**src/rtl/fetch_redirect_ctrl.sv**
```systemverilog
// Prioritised PC-redirect controller between the hazard unit and the fetch stage.
// Optional misaligned-target fault: define FETCH_REDIRECT_MISALIGN_EN.
module fetch_redirect_ctrl #(
  parameter int unsigned NUM_SRC      = 3,
  parameter int unsigned ADDR_W       = 32,
  parameter int unsigned FLUSH_CYCLES = 1
) (
  input  logic                      CLK,
  input  logic                      nRST,
  input  logic [NUM_SRC-1:0]        req,
  input  logic [NUM_SRC*ADDR_W-1:0] req_addr,
  input  logic                      fetch_busy,
  input  logic                      stall_in,
  output logic [NUM_SRC-1:0]        grant,
  output logic                      update_pc,
  output logic [ADDR_W-1:0]         update_addr,
  output logic                      flush,
  output logic                      stall,
  output logic                      misalign_fault
);

  localparam int unsigned SRC_W      = (NUM_SRC > 1) ? $clog2(NUM_SRC) : 1;
  localparam logic [3:0]  FLUSH_INIT = 4'(FLUSH_CYCLES);

  typedef enum logic [1:0] {
    S_IDLE,
    S_ISSUE,
    S_FLUSH
  } state_e;

  state_e              state_q,     state_d;
  logic [ADDR_W-1:0]   pend_addr_q, pend_addr_d;
  logic [SRC_W-1:0]    pend_src_q,  pend_src_d;
  logic [3:0]          flush_cnt_q, flush_cnt_d;

  logic                win_valid;
  logic [SRC_W-1:0]    win_idx;
  logic [ADDR_W-1:0]   win_addr;
  logic                preempt;
  logic                take;
  logic                misaligned;
  logic [ADDR_W-1:0]   issue_addr;

  // Lowest set index wins; scanning downwards lets the last hit be the winner.
  always_comb begin
    win_valid = 1'b0;
    win_idx   = '0;
    win_addr  = '0;
    for (int i = NUM_SRC - 1; i >= 0; i--) begin
      if (req[i]) begin
        win_valid = 1'b1;
        win_idx   = SRC_W'(i);
        win_addr  = req_addr[i*ADDR_W +: ADDR_W];
      end
    end
  end

  assign preempt = win_valid && (win_idx < pend_src_q);

`ifdef FETCH_REDIRECT_MISALIGN_EN
  assign misaligned = |pend_addr_q[1:0];
  assign issue_addr = pend_addr_q;
`else
  assign misaligned = 1'b0;
  assign issue_addr = pend_addr_q & ~ADDR_W'(3);
`endif

  // NOTE: every output and next-state value gets a default first so no path infers a latch.
  always_comb begin
    state_d        = state_q;
    pend_addr_d    = pend_addr_q;
    pend_src_d     = pend_src_q;
    flush_cnt_d    = flush_cnt_q;
    take           = 1'b0;
    grant          = '0;
    update_pc      = 1'b0;
    flush          = 1'b0;
    stall          = stall_in;
    misalign_fault = 1'b0;

    unique case (state_q)
      S_IDLE: begin
        if (win_valid) begin
          take    = 1'b1;
          state_d = S_ISSUE;
        end
      end

      S_ISSUE: begin
        flush = 1'b1;
        if (fetch_busy) begin
          stall = 1'b1;
        end else begin
          // stall_in is masked here so the PC load is never lost.
          stall = 1'b0;
          if (misaligned) begin
            misalign_fault = 1'b1;
            state_d        = S_IDLE;
          end else begin
            update_pc = 1'b1;
            if (FLUSH_CYCLES == 0) begin
              state_d = S_IDLE;
            end else begin
              state_d     = S_FLUSH;
              flush_cnt_d = FLUSH_INIT;
            end
          end
        end
        if (preempt) begin
          take    = 1'b1;
          state_d = S_ISSUE;
        end
      end

      S_FLUSH: begin
        flush = 1'b1;
        if (flush_cnt_q <= 4'd1) begin
          state_d = S_IDLE;
        end else begin
          flush_cnt_d = flush_cnt_q - 4'd1;
        end
        if (preempt) begin
          take    = 1'b1;
          state_d = S_ISSUE;
        end
      end

      default: state_d = S_IDLE;
    endcase

    if (take) begin
      grant       = NUM_SRC'(1) << win_idx;
      pend_addr_d = win_addr;
      pend_src_d  = win_idx;
    end

    // While reset is held nothing may be granted or issued.
    if (!nRST) begin
      grant          = '0;
      update_pc      = 1'b0;
      flush          = 1'b0;
      stall          = stall_in;
      misalign_fault = 1'b0;
    end
  end

  assign update_addr = update_pc ? issue_addr : '0;

  // NOTE: sequential state uses non-blocking assignments so every flop samples pre-edge values.
  always_ff @(posedge CLK) begin
    if (!nRST) begin
      state_q     <= S_IDLE;
      pend_addr_q <= '0;
      pend_src_q  <= '0;
      flush_cnt_q <= '0;
    end else begin
      state_q     <= state_d;
      pend_addr_q <= pend_addr_d;
      pend_src_q  <= pend_src_d;
      flush_cnt_q <= flush_cnt_d;
    end
  end

endmodule
```
**config.mk**
```make
export PLATFORM = sky130hd
export DESIGN_NAME = fetch_redirect_ctrl
export DESIGN_NICKNAME = d
export VERILOG_FILES = /design/src/rtl/fetch_redirect_ctrl.sv
export SDC_FILE = /design/constraint.sdc
export NUM_CORES = 1
export LEC_CHECK = 0
export ABC_AREA = 1
export BUFFER_PORTS_ARGS = -buffer_cell sky130_fd_sc_hd__buf_2
export CAP_MARGIN = 15
export CORE_MARGIN = 4
export CORE_UTILIZATION = 46
export DETAILED_ROUTE_END_ITERATION = 8
export MAX_ROUTING_LAYER = met4
export PLACE_DENSITY = 0.87
export SLEW_MARGIN = 20
export SYNTH_ARGS = -nofsm -noshare
export SYNTH_HDL_FRONTEND = slang
export SYNTH_SLANG_ARGS = --single-unit
```
**constraint.sdc**
```tcl
create_clock -name CLK -period 2.07 [get_ports CLK]
set_input_delay 0 -clock CLK [delete_from_list [all_inputs] [get_ports CLK]]
set_output_delay 0 -clock CLK [all_outputs]
set_load 0.1 [all_outputs]
```
Yosys cells after proc, flatten, opt, wreduce, memory -nomap -nowiden
Cells that the tools add are included.
{"block": "op_classes", "shifts": 1, "reduce_logical": 6, "magnitude_cmp": 2, "n_eq_ne": 7, "add_sub_neg": 1, "muxes": 32}
{"cell": "32-bit 2-to-1 mux", "n": 4}
{"cell": "2-bit 2-to-1 mux", "n": 8}
{"cell": "1-bit 2-to-1 mux", "n": 13}
{"cell": "4-bit 2-to-1 mux", "n": 2}
{"cell": "4-bit one-hot mux with 2 select lines", "n": 1}
{"cell": "3-bit 2-to-1 mux", "n": 2}
{"cell": "2-bit inequality test, second input constant", "n": 3}
{"cell": "3-bit inequality test, second input constant", "n": 2}
{"cell": "2-bit one-hot mux with 3 select lines", "n": 1}
{"cell": "3-bit AND reduction", "n": 2}
{"cell": "4-bit by 1-bit less-or-equal comparator with 1-bit output, second input constant", "n": 1}
{"cell": "4-bit by 1-bit subtractor with 4-bit output, second input constant", "n": 1}
{"cell": "1-bit by 2-bit << shifter with 3-bit output, first input constant", "n": 1}
{"cell": "2-bit by 1-bit == test with 1-bit output, second input constant", "n": 1}
{"cell": "2-bit == test, second input constant", "n": 1}
{"cell": "2-bit logical NOT", "n": 1}
{"cell": "2-bit < comparator", "n": 1}
{"cell": "1-bit one-hot mux with 2 select lines", "n": 1}
{"cell": "2-bit nonzero test", "n": 1}
{"cell": "2-bit OR reduction", "n": 1}
{"cell": "1-bit logical AND", "n": 1}
{"block": "totals", "regBits": 40, "word_cells": 53, "input_bits": 103, "out_inout_bits": 39}

Logic depth before layout (Yosys ltp)
{"block": "depth", "depth_word": 9, "mapped_depth": 12, "depth_no_buf": 11}

Worst setup path before layout
No wires, ideal clock.
{"block": "synth_path", "path_kind": "register to output", "startpoint": "register state_q[1]", "endpoint": "output port update_addr[10]", "arrival_ps": 3705, "path_buffers": 1, "path_stages_with_launch": 8, "setup_slack_ps": -1635, "required_time_ps": 2070, "path_cell_list": "dfxtp_1 > inv_1 > ha_1 > nand2_1 > nor2_1 > inv_1 > clkbuf_1 > nor2_1"}
{"block": "synth_via", "elab_chain_len": 4}
{"item": "from (decl)", "line_no": "31", "source": "state_e state_q, state_d;"}
{"item": "from (signal assigned)", "line_no": "157", "source": "state_q <= state_d;"}
{"item": "2-bit by 1-bit == test with 1-bit output", "line_no": "81", "source": "unique case (state_q)"}
{"item": "1-bit 2-to-1 mux", "line_no": "81"}
{"item": "1-bit 2-to-1 mux", "line_no": "138", "source": "if (!nRST) begin"}
{"item": "via update_pc", "line_no": "15", "source": "output logic update_pc,"}
{"item": "32-bit 2-to-1 mux", "line_no": "147", "source": "assign update_addr = update_pc ? issue_addr : '0;"}
{"item": "to (decl)", "line_no": "16", "source": "output logic [ADDR_W-1:0] update_addr,"}
The timed path passes the listed nets, and every way through them passes these cells.

Final worst setup path
{"block": "layout_path", "startpoint": "register state_q[1]", "endpoint": "output port update_addr[9]"}
{"block": "layout_via", "elab_chain_len": 4}
{"item": "2-bit by 1-bit == test with 1-bit output", "line_no": "81"}
{"item": "1-bit 2-to-1 mux", "line_no": "81"}
{"item": "1-bit 2-to-1 mux", "line_no": "138"}
{"item": "32-bit 2-to-1 mux", "line_no": "147"}
No other way between the ends.

==> impl_metrics.csv <==
group,metric,value,unit
finish,design_area,4084,um^2
place,hpwl,6.100,mm
finish,fin_util,68.98,%
yosys,synth_ff_type,"dfxtp_1",
global_route,grt_pass1_vias,3232,
floorplanning,io_pins,142,
floorplanning,start_util,47.51,%
run_status,status,"finished, final reports clean",
clock_tree,cts_sinks,38,
yosys,yosysTopAreaCellShare,27.05,%
worst_setup_path,crit_slowest_cell,"dfxtp_1",
sta,hold_viol_final,0,
finish,layout_common_cells,"nand2_1 (152), buf_2 (100), nor2_1 (98)",
global_route,antenna_found_initial,0,
yosys,async_reset_ff_share,0,%
clock_tree,clkLatencyLatePin,0.29,ns
power,p_clk_share,14.0,%
power,seqPwrFrac,27.6,%
worst_setup_path,end_kind,"primary output",
floorplanning,row_count,28,
detailed_routing,first_iter_violations,100,
sta,fin_skew,0.005255,ns
power,combPwrFrac,58.4,%
detailed_routing,antenna_left,0,
finish,syn2layout_area_growth,45.20,%
worst_setup_path,cp.required,2.07,ns
worst_setup_path,worstPathCellList,"inv_1 > ha_2 > nand2_1 > nor2_4 > inv_2 > buf_12 > nor2_4 > buf_4",
clock_tree,cts_root_buf,"clkbuf_8",
yosys,syn_area,2813,um^2
power,p_leak,2.293,nW
yosys,synth_top_area_cell,"dfxtp_1",
sta,max_freq,516.3,MHz
floorplanning,core-area,5921,um^2
power,p_int,2.266,mW
worst_setup_path,cp_top_family,"buffers and inverters",
floorplanning,die_width,86.20,um
worst_setup_path,cp_num_buf_inv,4,
finish,n_fill_cell,535,
detailed_routing,num_vias,3413,
yosys,synth-seq-cells,38,
detailed_routing,drcViolationCount,0,
place,gp_congestion,0.8360,
finish,multiInputGateArea,1847,um^2
worst_setup_path,arrival,1.94,ns
yosys,synth_cell_type_count,22,
yosys,yosys_warnings,0,
clock_tree,cts_made_buffers,5,
sta,setup_viol,0,
finish,diodes,0,
global_route,grt.total_usage,22.65,%
detailed_routing,wl,8.274,mm
clock_tree,cts_buffer_depth,2,
clock_tree,path_clk_slew,0.07,ns
power,swShare,47.92,%
place,port_buffers,132,
global_route,grt-ovfl-total,0,
global_route,grt_pass1_wl,13.48,mm
finish,final_nets,755,
worst_setup_path,worst-path-max-fanout,28,
sta,layout_min_cycle_time,1.937,ns
power,p_per_area,1065,nW/um^2
sta,final_max_slew_viol_count,0,
worst_setup_path,slowest_delay,0.34,ns
worst_setup_path,path_common_cell,"nor2_4",
clock_tree,hold_buffers,0,
yosys,synthTopCellsByArea,"dfxtp_1 (27%), nand2_1 (20%), nor2_1 (17%)",
clock_tree,cts_tree,"built",
yosys,ys_seq_area_share,27.05,%
flow_run,maxCapViolations,0,
place,dpl_cell_area,3826,um^2
yosys,synth_area_per_cell,5.378,um^2
sta,finalCritPeriodShare,93.57,%
power,p_switching,2.085,mW
finish,area.sequential,760.7,um^2
sta,tns,0,ns
worst_setup_path,cp-start-kind,"flip-flop",
detailed_routing,via_per_inst,4.734,
clock_tree,htreeDepth,2,
floorplanning,die_area,7430,um^2
global_route,grt_max_degree,40,
detailed_routing,post_drt_wl_per_cell,11.48,um
floorplanning,die_h,86.20,um
yosys,synth-edff-count,0,
yosys,syn_inst,523,
power,max-vdd-ir-drop,0.7060,mV
detailed_routing,dr.pass1.iters,4,
finish,layout-drive-gt1-share,29.26,%
finish,final_common_cell,"nand2_1",
hold_path,hp-class,"primary input to flip-flop",
worst_setup_path,worstSetupPathType,"flip-flop to primary output",
[registers in the layout (all words and copies together), names as in the netlist]
signal and count:
pend_src_q 2, flush_cnt_q 4, state_q 2, pend_addr_q 30
[path summary, 6_finish.rpt]
check | cells after the start | from | slack, ns | endpoint
worst min register to register | 2 | pend_src_q[1]$_SDFFE_PN0N_ | 0.48 | pend_src_q[1]$_SDFFE_PN0N_
worst max-delay path | 8 | state_q[1]$_SDFFE_PN0P_ | 0.13 | update_addr[9]
worst min-delay path | 7 | req_addr[63] | 0.11 | pend_addr_q[31]$_SDFFE_PN0N_
worst max register to register | 10 | pend_src_q[1]$_SDFFE_PN0N_ | 0.31 | pend_addr_q[18]$_SDFFE_PN0N_
[tightest hold or removal path, cell delays in order]
cell and delay [ns]:
buf_2 0.07, nand2_1 0.04, nand2_1 0.05, nor2_1 0.03, nand3_1 0.06, nand2_1 0.04
nor2_1 0.07
[synthesized netlist by cell type, drive strengths merged, types with 2 or more instances]
library cell  number
dfxtp             38
nand4              4
ha                 7
a21oi             33
xor2               2
inv               80
buf               20
nor2             131
nand2            153
o21ai              3
clkbuf            11
nand3             38
[routing by layer]
metal / track usage [%] / part of all wire, %
met4: 6.657 / 1.8
met5: - / 0
met1: 23.55 / 39
met2: 43.66 / 54
met3: 3.422 / 5.4
[logic make-up after synthesis]
logic type	after synthesis	synth area share (%)
AND/OR/NAND/NOR	328	46.13
buffers and inverters	111	16.41
flip-flops	38	27.05
AO/OA/AOI/OAI	36	6.539
adder cells (fa/ha/maj)	7	3.114
XOR/XNOR	2	0.6229
other	1	0.1333
[power by group through the flow]
stage | logic [mW] | clock network (mW) | registers, mW
after floorplan | 2.00 | 0 | 1.17
after global placement | 2.37 | 0 | 1.19
after detailed placement | 2.44 | 0 | 1.21
after CTS | 2.48 | 0.631 | 1.20
after global routing | 2.81 | 0.664 | 1.24
final | 2.54 | 0.611 | 1.20
[per-stage QoR]
step	hold slack (ns)	instances	worst slack [ns]	power, mW
final	0.1147	721	0.1330	4.351
after global routing	0.1279	721	-0.003592	4.721
after CTS	0.1089	718	0.06679	4.306
after detailed placement	0.4155	710	0.2611	3.650
after global placement	0.3958	710	0.3052	3.565
after floorplan	0.09955	525	-0.06836	3.169
[area by class of cell]
cell class	instances	share of cell area, %
Clock inverter	1	0.7353
Sequential cell	38	18.63
Timing Repair Buffer	143	23.90
Clock buffer	7	1.869
Multi-Input combinational cell	377	45.22
Tap cell	75	2.298
Inverter	80	7.353
[what timing repair did]
action,in CTS,in global routing
cloned,0,1
endpoints found under the setup margin,30,31
pin swaps,0,1
resized for setup,29,15
buffers inserted,0,2
(Power assumes the default switching activity.)
